$ cat src/rtl/tlc_pkg.sv
// rtl/tlc_pkg.sv - shared interval/selector codes and default times for the traffic-light controller
package tlc_pkg;

    localparam logic [1:0] INT_BASE = 2'b00;
    localparam logic [1:0] INT_EXT  = 2'b01;
    localparam logic [1:0] INT_YEL  = 2'b10;

    localparam logic [1:0] SEL_BASE = 2'b00;
    localparam logic [1:0] SEL_EXT  = 2'b01;
    localparam logic [1:0] SEL_YEL  = 2'b10;
    localparam logic [1:0] SEL_NONE = 2'b11;

    localparam int T_BASE_DEFAULT = 6;
    localparam int T_EXT_DEFAULT  = 3;
    localparam int T_YEL_DEFAULT  = 2;

endpackage

$ cat src/rtl/interval_timer_if.sv
// rtl/interval_timer_if.sv - FSM/operator side signals of the interval timer
interface interval_timer_if #(
    parameter int TW = 4
);
    logic          prog_sync;
    logic [1:0]    param_sel;
    logic [TW-1:0] time_value;
    logic [1:0]    interval;
    logic          start_t;
    logic          expired;
    logic [TW-1:0] remaining;
    logic          tick_1hz;

    modport master (
        output prog_sync, param_sel, time_value, interval, start_t,
        input  expired, remaining, tick_1hz
    );

    modport slave (
        input  prog_sync, param_sel, time_value, interval, start_t,
        output expired, remaining, tick_1hz
    );
endinterface

$ cat src/rtl/interval_timer_one_hz_divider.sv
// rtl/interval_timer_one_hz_divider.sv - clock prescaler producing a one-second wrap strobe
module one_hz_divider #(
    parameter int CLK_HZ = 100_000_000,
    localparam int PW    = (CLK_HZ > 1) ? $clog2(CLK_HZ) : 1
) (
    input  logic clk,
    input  logic reset_sync,
    input  logic clear,
    input  logic enable,
    output logic tick
);
    localparam logic [PW-1:0] LAST = PW'(CLK_HZ - 1);

    logic [PW-1:0] cnt_q, cnt_d;

    // Strobe is combinational so the countdown steps on the very edge the prescaler wraps.
    assign tick = enable && !clear && (cnt_q == LAST);

    always_comb begin
        cnt_d = cnt_q;
        if (clear || !enable || cnt_q == LAST) begin
            cnt_d = '0;
        end else begin
            cnt_d = cnt_q + PW'(1);
        end
    end

    always_ff @(posedge clk) begin
        if (reset_sync) begin
            cnt_q <= '0;
        end else begin
            cnt_q <= cnt_d;
        end
    end

endmodule

$ cat src/rtl/interval_timer.sv
// rtl/interval_timer.sv - programmable seconds countdown with base/extended/yellow parameter slots
module interval_timer
    import tlc_pkg::*;
#(
    parameter int CLK_HZ     = 100_000_000,
    parameter int TW         = 4,
    parameter int T_BASE_DEF = T_BASE_DEFAULT,
    parameter int T_EXT_DEF  = T_EXT_DEFAULT,
    parameter int T_YEL_DEF  = T_YEL_DEFAULT
) (
    input logic              clk,
    input logic              reset_sync,
    interval_timer_if.slave  tif
);
    localparam logic [TW-1:0] BASE_DEF = TW'(T_BASE_DEF);
    localparam logic [TW-1:0] EXT_DEF  = TW'(T_EXT_DEF);
    localparam logic [TW-1:0] YEL_DEF  = TW'(T_YEL_DEF);

    logic [TW-1:0] base_q, base_d;
    logic [TW-1:0] ext_q, ext_d;
    logic [TW-1:0] yel_q, yel_d;
    logic [TW-1:0] count_q, count_d;
    logic          expired_q, expired_d;
    logic          tick_q, tick_d;
    logic          running;
    logic          wrap;

    assign running = (count_q != '0);

    one_hz_divider #(.CLK_HZ(CLK_HZ)) u_div (
        .clk        (clk),
        .reset_sync (reset_sync),
        .clear      (tif.start_t),
        .enable     (running),
        .tick       (wrap)
    );

    // A zero write falls back to the slot default so no interval can be zero-length.
    always_comb begin
        base_d = base_q;
        ext_d  = ext_q;
        yel_d  = yel_q;
        if (tif.prog_sync) begin
            case (tif.param_sel)
                SEL_BASE: base_d = (tif.time_value == '0) ? BASE_DEF : tif.time_value;
                SEL_EXT:  ext_d  = (tif.time_value == '0) ? EXT_DEF  : tif.time_value;
                SEL_YEL:  yel_d  = (tif.time_value == '0) ? YEL_DEF  : tif.time_value;
                default:  ;
            endcase
        end
    end

    always_comb begin
        count_d   = count_q;
        expired_d = 1'b0;
        tick_d    = 1'b0;
        if (tif.start_t) begin
            case (tif.interval)
                INT_EXT: count_d = ext_q;
                INT_YEL: count_d = yel_q;
                default: count_d = base_q;
            endcase
        end else if (wrap) begin
            tick_d = 1'b1;
            if (count_q == TW'(1)) begin
                count_d   = '0;
                expired_d = 1'b1;
            end else begin
                count_d = count_q - TW'(1);
            end
        end
    end

    always_ff @(posedge clk) begin
        if (reset_sync) begin
            base_q    <= BASE_DEF;
            ext_q     <= EXT_DEF;
            yel_q     <= YEL_DEF;
            count_q   <= '0;
            expired_q <= 1'b0;
            tick_q    <= 1'b0;
        end else begin
            base_q    <= base_d;
            ext_q     <= ext_d;
            yel_q     <= yel_d;
            count_q   <= count_d;
            expired_q <= expired_d;
            tick_q    <= tick_d;
        end
    end

    assign tif.expired   = expired_q;
    assign tif.remaining = count_q;
    assign tif.tick_1hz  = tick_q;

endmodule

$ cat src/flat_wrapper.sv
// flat-port wrapper written by rule: the top's interface ports become plain ports
module interval_timer_flat import tlc_pkg::*;
#(
    parameter int CLK_HZ     = 100_000_000,
    parameter int TW         = 4,
    parameter int T_BASE_DEF = T_BASE_DEFAULT,
    parameter int T_EXT_DEF  = T_EXT_DEFAULT,
    parameter int T_YEL_DEF  = T_YEL_DEFAULT
)
  (clk, reset_sync, tif_prog_sync, tif_param_sel, tif_time_value, tif_interval, tif_start_t, tif_expired, tif_remaining, tif_tick_1hz);
  interval_timer_if #(.TW(TW)) tif_i ();
  input logic clk;
  input logic reset_sync;
  input wire logic [$bits(tif_i.prog_sync)-1:0] tif_prog_sync;
  input wire logic [$bits(tif_i.param_sel)-1:0] tif_param_sel;
  input wire logic [$bits(tif_i.time_value)-1:0] tif_time_value;
  input wire logic [$bits(tif_i.interval)-1:0] tif_interval;
  input wire logic [$bits(tif_i.start_t)-1:0] tif_start_t;
  output wire logic [$bits(tif_i.expired)-1:0] tif_expired;
  output wire logic [$bits(tif_i.remaining)-1:0] tif_remaining;
  output wire logic [$bits(tif_i.tick_1hz)-1:0] tif_tick_1hz;
  assign tif_i.prog_sync = tif_prog_sync;
  assign tif_i.param_sel = tif_param_sel;
  assign tif_i.time_value = tif_time_value;
  assign tif_i.interval = tif_interval;
  assign tif_i.start_t = tif_start_t;
  assign tif_expired = tif_i.expired;
  assign tif_remaining = tif_i.remaining;
  assign tif_tick_1hz = tif_i.tick_1hz;
  interval_timer #(.CLK_HZ(CLK_HZ), .TW(TW), .T_BASE_DEF(T_BASE_DEF), .T_EXT_DEF(T_EXT_DEF), .T_YEL_DEF(T_YEL_DEF)) u_core (.clk(clk), .reset_sync(reset_sync), .tif(tif_i));
endmodule
$ cat config.mk
export PLATFORM = sky130hd
export DESIGN_NAME = interval_timer_flat
export DESIGN_NICKNAME = d
export VERILOG_FILES = /design/src/rtl/tlc_pkg.sv /design/src/rtl/interval_timer_if.sv /design/src/rtl/interval_timer_one_hz_divider.sv /design/src/rtl/interval_timer.sv /design/src/flat_wrapper.sv
export SDC_FILE = /design/constraint.sdc
export NUM_CORES = 1
export LEC_CHECK = 0
export CAP_MARGIN = 10
export CORE_MARGIN = 10
export CORE_UTILIZATION = 35
export CTS_CLUSTER_DIAMETER = 30
export CTS_CLUSTER_SIZE = 16
export DETAILED_ROUTE_END_ITERATION = 10
export HOLD_SLACK_MARGIN = 0.02
export PLACE_DENSITY = 0.64
export SLEW_MARGIN = 20
export SYNTH_ARGS = -nofsm -noshare
export SYNTH_HDL_FRONTEND = slang
export SYNTH_HIERARCHICAL = 1
export SYNTH_SLANG_ARGS = --single-unit
$ cat constraint.sdc
create_clock -name clk -period 3.75 [get_ports clk]
set_clock_uncertainty 0.15 [all_clocks]
set_input_delay 0.75 -clock clk [delete_from_list [all_inputs] [get_ports clk]]
set_output_delay 0.75 -clock clk [all_outputs]
set_load 0.005 [all_outputs]
=== After elaboration in Yosys (flattened, before gate mapping) ===
Cells that the tools add are included.

* Add/sub/neg operators: 2
* Equality and inequality tests: 6
* Mux-type cells: 9
* Bitwise operators: 1
* Reductions and logical operators: 16

{| class="wikitable"
|+ Operator list
! kind !! count
|-
| $add 27x1->27 const B || 1
|-
| $eq 27x27->1 const B || 1
|-
| $mux 4 || 6
|-
| $pmux 4 s2 || 1
|-
| $reduce_and 2->1 || 3
|-
| $eq 2x1->1 const B || 2
|-
| $eq 2x2->1 const B || 2
|-
| $eq 4x1->1 const B || 1
|-
| $logic_not 4->1 || 1
|-
| $reduce_bool 4->1 || 1
|-
| $reduce_or 2->1 || 2
|-
| $sub 4x1->4 const B || 1
|-
| $reduce_or 3->1 || 1
|-
| $logic_and 1x1->1 || 2
|-
| $logic_not 1->1 || 2
|-
| $logic_not 2->1 || 1
|-
| $logic_or 1x1->1 || 2
|-
| $mux 1 || 2
|-
| $reduce_bool 2->1 || 1
|-
| $not 1->1 || 1
|}

* Register bits: 45
* Input port bits: 12
* Output and inout port bits: 6
* Logic and storage cells: 41

=== Depth between registers and ports, before layout ===
Gate-level depths: netlist of the first run.

* Word-level depth: 5
* Depth in mapped cells: 10
* Mapped depth without buffers: 8

=== Modules after synthesis ===
Netlist of the first run, hierarchy kept.

{| class="wikitable"
|+ Modules (own cells, without submodules)
! module !! times used !! cells an instance !! area each (um^2) !! sequential area each (um^2)
|-
| one_hz_divider || 1 || 153 || 1311.3 || 540.5
|-
| interval_timer || 1 || 99 || 883.3 || 360.3
|}

=== Worst setup path before layout of the first run ===
OpenSTA, ideal clock, no wires.

* Kind: register -> register
* Start point: reg u_core.u_div.cnt_q[17]
* End point: reg u_core.count_q[3] (netlist: u_core/tif.remaining[3])
* Setup time: 132 ps
* Arrival time: 2530 ps
* Data required time: 3468 ps
* Setup slack: 938 ps
* Cell stages (with the launch flop): 8
* Path buffers: 0
* Period minus slack after synthesis: 2812 ps
* Path through: dfxtp_1 > or4_4 > nor4_4 > nand2_1 > nor4_1 > nor4b_2 > mux2i_1 > a21oi_1

* Cells in the longest elaborated chain, start to end: 3

{| class="wikitable"
|+ RTL lines
! what !! RTL line !! source
|-
| from (decl) || interval_timer_one_hz_divider.sv:14 || <nowiki>logic [PW-1:0] cnt_q, cnt_d;</nowiki>
|-
| from (signal assigned) || interval_timer_one_hz_divider.sv:32 || <nowiki>cnt_q <= cnt_d;</nowiki>
|-
| $eq 27x27->1 || interval_timer_one_hz_divider.sv:17 || <nowiki>assign tick = enable && !clear && (cnt_q == LAST);</nowiki>
|-
| $logic_and 1x1->1 || interval_timer_one_hz_divider.sv:17 ||
|-
| named net u_core.wrap || interval_timer.sv:26 || <nowiki>logic wrap;</nowiki>
|-
| $reduce_bool 2->1 (no source line) || n/a ||
|-
| to (signal assigned) || interval_timer.sv:86 || <nowiki>count_q <= count_d;</nowiki>
|-
| to (decl) || interval_timer.sv:22 || <nowiki>logic [TW-1:0] count_q, count_d;</nowiki>
|}

The timed path passes the listed nets, and every way through them passes these cells.
A chain may end at the register's enable or synchronous reset.

=== Worst setup path after layout of the first run ===
* Start point: reg u_core.u_div.cnt_q[19]
* End point: reg u_core.count_q[3] (netlist: u_core/tif.remaining[3])

Same word-level chain as after synthesis.

==> flow_summary.toml, run 1 <==
[finish]
area_delta_synth_final_pct = 14.9
layout_commonest_cell = "dfxtp_1"
diodes = 0
layout.nets = 291
finalNonFillerCells = 349
drive_gt1_share_pct = 5.84
fillerInstances = 596
mostFrequentLayoutCells = "dfxtp_1 (45), nor2_1 (34), nand2_1 (26)"

[setup_path]
worstRegToRegCells = 8
path_cells = "or4b_1, nor4_4, nand2_1, nor4_1, buf_4, nor4b_2, mux2i_1, a21oi_1"
slowest_delay_ns = 0.58
cp_data_arrival_time_ns = 2.75
crit_fanout = 7
cp-start-kind = "flip-flop"
rrSetupSlack_ns = 1.03
r2r_end = "u_core/tif.remaining[3]$_SDFFE_PP0P_"
path_class = "flip-flop to flip-flop"
path_buf_inv = 1
crit_family = "simple AND/OR/NAND/NOR gates"
r2r-start = "u_core/u_div/cnt_q[19]$_SDFF_PP0_"
cp_data_required_time_ns = 3.78
cp_slowest_cell = "or4b_1"
cp-end-kind = "flip-flop"

[pwr]
power_switching_w = 0.000203
power_leakage_nw = 0.850
intPower_w = 0.000657
p_clk_share_pct = 33.4
powerDensity_nw_per_um2 = 341
peakVddDrop_uv = 174
power_frac_seq_pct = 57.7
p_comb_share_pct = 8.9
swShare_pct = 23.6

[timing]
fin_crit_ns = 2.72
rsz0062_at_grt = "false"
slew_violations = 0
setup_viol = 0
tightest_slew_ns = 0.731
min_period_over_period_pct = 72.6
fin_tns_setup_ns = 0
relSlewSlack_pct = 50.9
hold_viol_final = 0
fmax_mhz = 367

[synthesis]
synth_area_per_cell_um2 = 8.71
syn_inst = 252
yosysWarnings = 6
yosys_most_used_dff = "dfxtp_1"
ys_types = 44
synth_seq_cells = 45
syn_nets = 270
postSynth.asyncResetShare_pct = 0
yosysSeqAreaShare_pct = 41.0
synth_edf_count = 0
netlist_area_um2 = 2190

[routing]
routedWlPerCell_um = 12.9
vias_per_cell = 5.13
firstDrtPassIters = 4
first_iter_violations = 54
antenna_left = 0
drt_wl_total_mm = 4.50
dr_total_vias = 1789
drc = 0

[clock_tree]
path_clk_slew_ns = 0.08
clk_path_buf_depth = 2
htreeDepth = 2
cts_tree = "built"
clock-sinks = 45
cts_buffers = 5
clockRootBuffer = "clkbuf_8"
cts_hold_buf = 0
ctsResizeCount = 0
clkLatencyLatePin_ns = 0.29
postCtsSetupBuffers = 0

[floorplan]
die_x_um = 99.2
initial_utilization_pct = 36.6
num_io_pins = 18
core_area_um2 = 5990
die_area_um2 = 9840
rows = 28
die_h_um = 99.2

[global_route]
grt_usage_pct = 9.67
grt_first_pass_wirelength_mm = 8.08
antenna_found_initial = 0
grt_max_degree = 19
grt_overflow_total = 0
grt_pass1_vias = 1761

[min_path]
hold_path_class = "flip-flop to flip-flop"
whs_path_depth = 2
worstHoldStart = "u_core/base_q[3]$_SDFFE_PP0P_"
whs_endpoint = "u_core/base_q[3]$_SDFFE_PP0P_"

[placement]
routabilityCongestion = 0.753
dp_hpwl_mm = 3.45
dp.cells = 341
io_buffers = 17

[run]
cap_violations = 0

[run_status]
status = "complete, no violations"
through the flow:
stage | cell area, um2 | total power [W] | utilization, % | hold slack [ns] | setup WS, ns
after floorplan | 2190 | 0.000553 | - | 0.283 | 0.938
after global placement | 2440 | 0.000584 | 40.7 | 0.294 | 0.881
after detailed placement | 2440 | 0.000585 | 40.7 | 0.302 | 0.864
after CTS | 2520 | 0.000876 | 42.1 | 0.313 | 1.04
after global routing | 2520 | 0.000903 | 42.1 | 0.338 | 0.878
final | 2520 | 0.000860 | 42.1 | 0.316 | 1.03
cells in the mapped netlist, types with 5 or more instances:
| library cell | n | share of area, % |
|---|---|---|
| dfxtp_1 | 45 | 41 |
| nor2_1 | 34 | 5.8 |
| nand2_1 | 26 | 4.4 |
| a21oi_1 | 15 | 3.4 |
| xor2_1 | 11 | 4.4 |
| inv_1 | 10 | 1.7 |
| nand3_1 | 9 | 2.1 |
| nand4_1 | 8 | 2.3 |
| nor3_1 | 8 | 1.8 |
| o211ai_1 | 7 | 2.4 |
| ha_1 | 6 | 3.4 |
| mux2i_1 | 6 | 2.7 |
| xnor2_1 | 6 | 2.4 |
| o21ai_0 | 5 | 1.1 |
| or3_1 | 5 | 1.4 |
sequential cells by signal, indices dropped and copies added (netlist names):
register and flops:
u_core/u_div/cnt_q 27, u_core/base_q 4, u_core/ext_q 4, u_core/tif.remaining 4, u_core/yel_q 4, u_core/tif.expired 1, u_core/tif.tick_1hz 1
logic make-up (layout without fill, tap and decap cells):
logic type,after synthesis,count (layout),synth area share [%]
DFF,45,45,41.0
adders and majority gates,6,6,3.42
xor gates and xnor gates,17,17,6.78
and+or+nand+nor,123,123,30.8
muxes,6,6,2.74
buffers and inverters,15,37,3.31
AOI/OAI and AO/OA,40,40,11.9
layout make-up:
class	instances	area (um2)	share of cell area (%)
Multi-Input combinational cell	192	1220	48.4
Sequential cell	45	901	35.7
Clock inverter	1	7.51	0.298
Timing Repair Buffer	19	185	7.34
Tap cell	75	93.8	3.72
Inverter	10	37.5	1.49
Clock buffer	7	76.3	3.03
how the worst max path moves through the flow:
stage,from,endpoint,slack [ns],cells after the start
after floorplan,u_core/u_div/cnt_q[17]$_SDFF_PP0_,u_core/tif.remaining[3]$_SDFFE_PP0P_,0.94,7
after global placement,tif_start_t,u_core/u_div/cnt_q[17]$_SDFF_PP0_,0.88,4
after detailed placement,tif_start_t,u_core/u_div/cnt_q[13]$_SDFF_PP0_,0.86,4
after CTS,u_core/u_div/cnt_q[17]$_SDFF_PP0_,u_core/tif.remaining[3]$_SDFFE_PP0P_,1.04,8
after global routing,u_core/u_div/cnt_q[19]$_SDFF_PP0_,u_core/tif.remaining[3]$_SDFFE_PP0P_,0.88,8
final,u_core/u_div/cnt_q[19]$_SDFF_PP0_,u_core/tif.remaining[3]$_SDFFE_PP0P_,1.03,8
power by group through the flow:
stage | clock network [W] | registers, W | logic (W)
after global placement | 0 | 0.000507 | 0.0000773
after detailed placement | 0 | 0.000507 | 0.0000780
after global routing | 0.000318 | 0.000498 | 0.0000872
final | 0.000287 | 0.000496 | 0.0000770
after floorplan | 0 | 0.000505 | 0.0000484
after CTS | 0.000301 | 0.000496 | 0.0000783
worst register-to-register path, cell delays in order (launching register included):
cell	delay, ns
dfxtp_1	0.36
or4b_1	0.58
nor4_4	0.32
nand2_1	0.21
nor4_1	0.26
buf_4	0.19
nor4b_2	0.25
mux2i_1	0.21
a21oi_1	0.09
routing by layer:
layer  vias up  global-route usage (%)  wire (um)
li1        943                       -          -
met1       820                    11.6       2190
met2        19                    15.9       2100
met3         7                    2.49        130
met4         0                    4.19         76
met5         -                       0          0
(Power assumes the default switching activity.)
==> run 2: changes to the inputs <==
--- a/config.mk
+++ b/config.mk
@@ -12,7 +12,7 @@
 export CTS_CLUSTER_SIZE = 16
 export DETAILED_ROUTE_END_ITERATION = 10
 export HOLD_SLACK_MARGIN = 0.02
-export PLACE_DENSITY = 0.64
+export PLACE_DENSITY = 0.66
 export SLEW_MARGIN = 20
 export SYNTH_ARGS = -nofsm -noshare
 export SYNTH_HDL_FRONTEND = slang
==> constraint.sdc (replaced) <==
create_clock -name clk -period 2.3 [get_ports clk]
set_clock_uncertainty 0.15 [all_clocks]
set_input_delay 0.46 -clock clk [delete_from_list [all_inputs] [get_ports clk]]
set_output_delay 0.46 -clock clk [all_outputs]
set_load 0.005 [all_outputs]
==> run 2 against run 1 <==
Effect of this change:
- setup slack lost 0.95 ns
- critical path depth shrank 1
- cell count grew 6.3%
- first-iteration DRC count grew 48%
- total power grew 67%
- cell area grew 8.6%
- combinational power grew 81%
- largest power group unchanged
- highest routed layer unchanged
==> flow_summary.toml, run 2 (synthesis results as in run 1) <==
[min_path]
worstHoldStart = "u_core/base_q[3]$_SDFFE_PP0P_"
hold_path_class = "flip-flop to flip-flop"

[floorplan]
initial_utilization_pct = 36.6
die_x_um = 99.2
rows = 28
num_io_pins = 18
die_h_um = 99.2
core_area_um2 = 5990
die_area_um2 = 9840

[timing]
relSlewSlack_pct = 70.7
rsz0062_at_grt = "true"
tightest_slew_ns = 0.436
setup_viol = 0
fmax_mhz = 450
fin_tns_setup_ns = 0
slew_violations = 0
min_period_over_period_pct = 96.6
fin_crit_ns = 2.22
hold_viol_final = 0

[setup_path]
path_class = "flip-flop to flip-flop"
r2r-start = "u_core/u_div/cnt_q[9]$_SDFF_PP0_"
crit_fanout = 2
cp_data_required_time_ns = 2.34
cp_data_arrival_time_ns = 2.26
cp-start-kind = "flip-flop"
crit_start = "u_core/u_div/cnt_q[9]$_SDFF_PP0_"
cp-end-kind = "flip-flop"

[run_status]
status = "complete, no violations"

[clock_tree]
clock-sinks = 45
cts_tree = "built"
path_clk_slew_ns = 0.08
clk_path_buf_depth = 2
cts_buffers = 5
cts_hold_buf = 0
clkLatencyLatePin_ns = 0.29
htreeDepth = 2
clockRootBuffer = "clkbuf_8"

[placement]
routabilityCongestion = 0.845
dp_hpwl_mm = 3.75
io_buffers = 17
dpl_cell_area_um2 = 2640
dp.cells = 363

[global_route]
grt_first_pass_wirelength_mm = 8.35
grt_overflow_total = 0
grt_usage_pct = 10.2
grt_max_degree = 15
antenna_found_initial = 0
grt_pass1_vias = 1791

[finish]
layout.nets = 314
regArea_um2 = 902
diodes = 0
layout_commonest_cell = "dfxtp_1"
largest_reg_flops = 27
mostFrequentLayoutCells = "dfxtp_1 (44), nor2_1 (34), nand2_1 (25), buf_4 (25), clkdlybuf4s50_1 (17)"
fillerInstances = 565
multi_input_area_um2 = 1260
area_delta_synth_final_pct = 24.8
drive_gt1_share_pct = 15.2
largest_register = "u_core/u_div/cnt_q"
finalNonFillerCells = 371
design_area_um2 = 2740

[pwr]
powerDensity_nw_per_um2 = 524
power_leakage_nw = 0.982
peakVddDrop_uv = 285
power_w = 0.00143

[routing]
drc = 0
antenna_left = 0
first_iter_violations = 80
firstDrtPassIters = 4
vias_per_cell = 5.17
dr_total_vias = 1917
drt_wl_total_mm = 4.95
routedWlPerCell_um = 13.3

[run]
cap_violations = 0
[run 2: cell count changes in the layout (fill, tap and decap cells not counted), sizes merged]
cell / delta
clkinvlp: -1
buf: +23
[run 2: metal layers]
metal  vias to the layer above  GRT usage (%)  wire length, um
met3                         5           2.63              160
met5                         -              0                0
li1                        992              -                -
met4                         0           5.29               99
met2                        25           16.0             2280
met1                       895           12.4             2410
[run 2: cell type report]
class                   count  share of cell area, %
flip-flops and latches     45                   32.9
inverters                  10                   1.37
repair buffers             42                   13.1
clock buffers               7                   3.15
well taps                  75                   3.43
multi-input cells         192                   46.0
[run 2: worst paths after layout]
| kind | slack (ns) | endpoint | cells after the start |
|---|---|---|---|
| worst max register to register | 0.08 | u_core/tif.remaining[3]$_SDFFE_PP0P_ | 7 |
| worst min-delay path | 0.32 | u_core/base_q[3]$_SDFFE_PP0P_ | 2 |
| worst min register to register | 0.32 | u_core/base_q[3]$_SDFFE_PP0P_ | 2 |
| worst max-delay path | 0.08 | u_core/tif.remaining[3]$_SDFFE_PP0P_ | 7 |
[run 2: repair_timing]
action / CTS / global route
resized for setup: 0 / 2
buffers inserted: 1 / 0
endpoints found under the setup margin: 5 / 4
cloned: 0 / 0
pin swaps: 3 / 1
[run 2: stage by stage]
stage                     utilization, %  hold WS, ns  worst slack, ns
after floorplan                        -        0.283           -0.195
after global placement              44.0        0.303          -0.0101
after detailed placement            44.0        0.304          -0.0492
after CTS                           45.6        0.315           0.0939
after global routing                45.7        0.343          -0.0297
final                               45.7        0.315           0.0782
[run 2: critical path, stage by stage, from the launching register on]
cell     delay, ns
dfxtp_2       0.33
or4b_4        0.54
nor4_4        0.26
nand2_2       0.12
nor4_4        0.18
nor4b_4       0.26
mux2i_1       0.21
a21oi_1       0.07
[run 2: power by group]
group          leakage (nW)  switching [W]  internal [W]
Clock                0.0443       0.000247      0.000238
Sequential            0.365      0.0000164      0.000794
Combinational         0.573      0.0000701     0.0000689
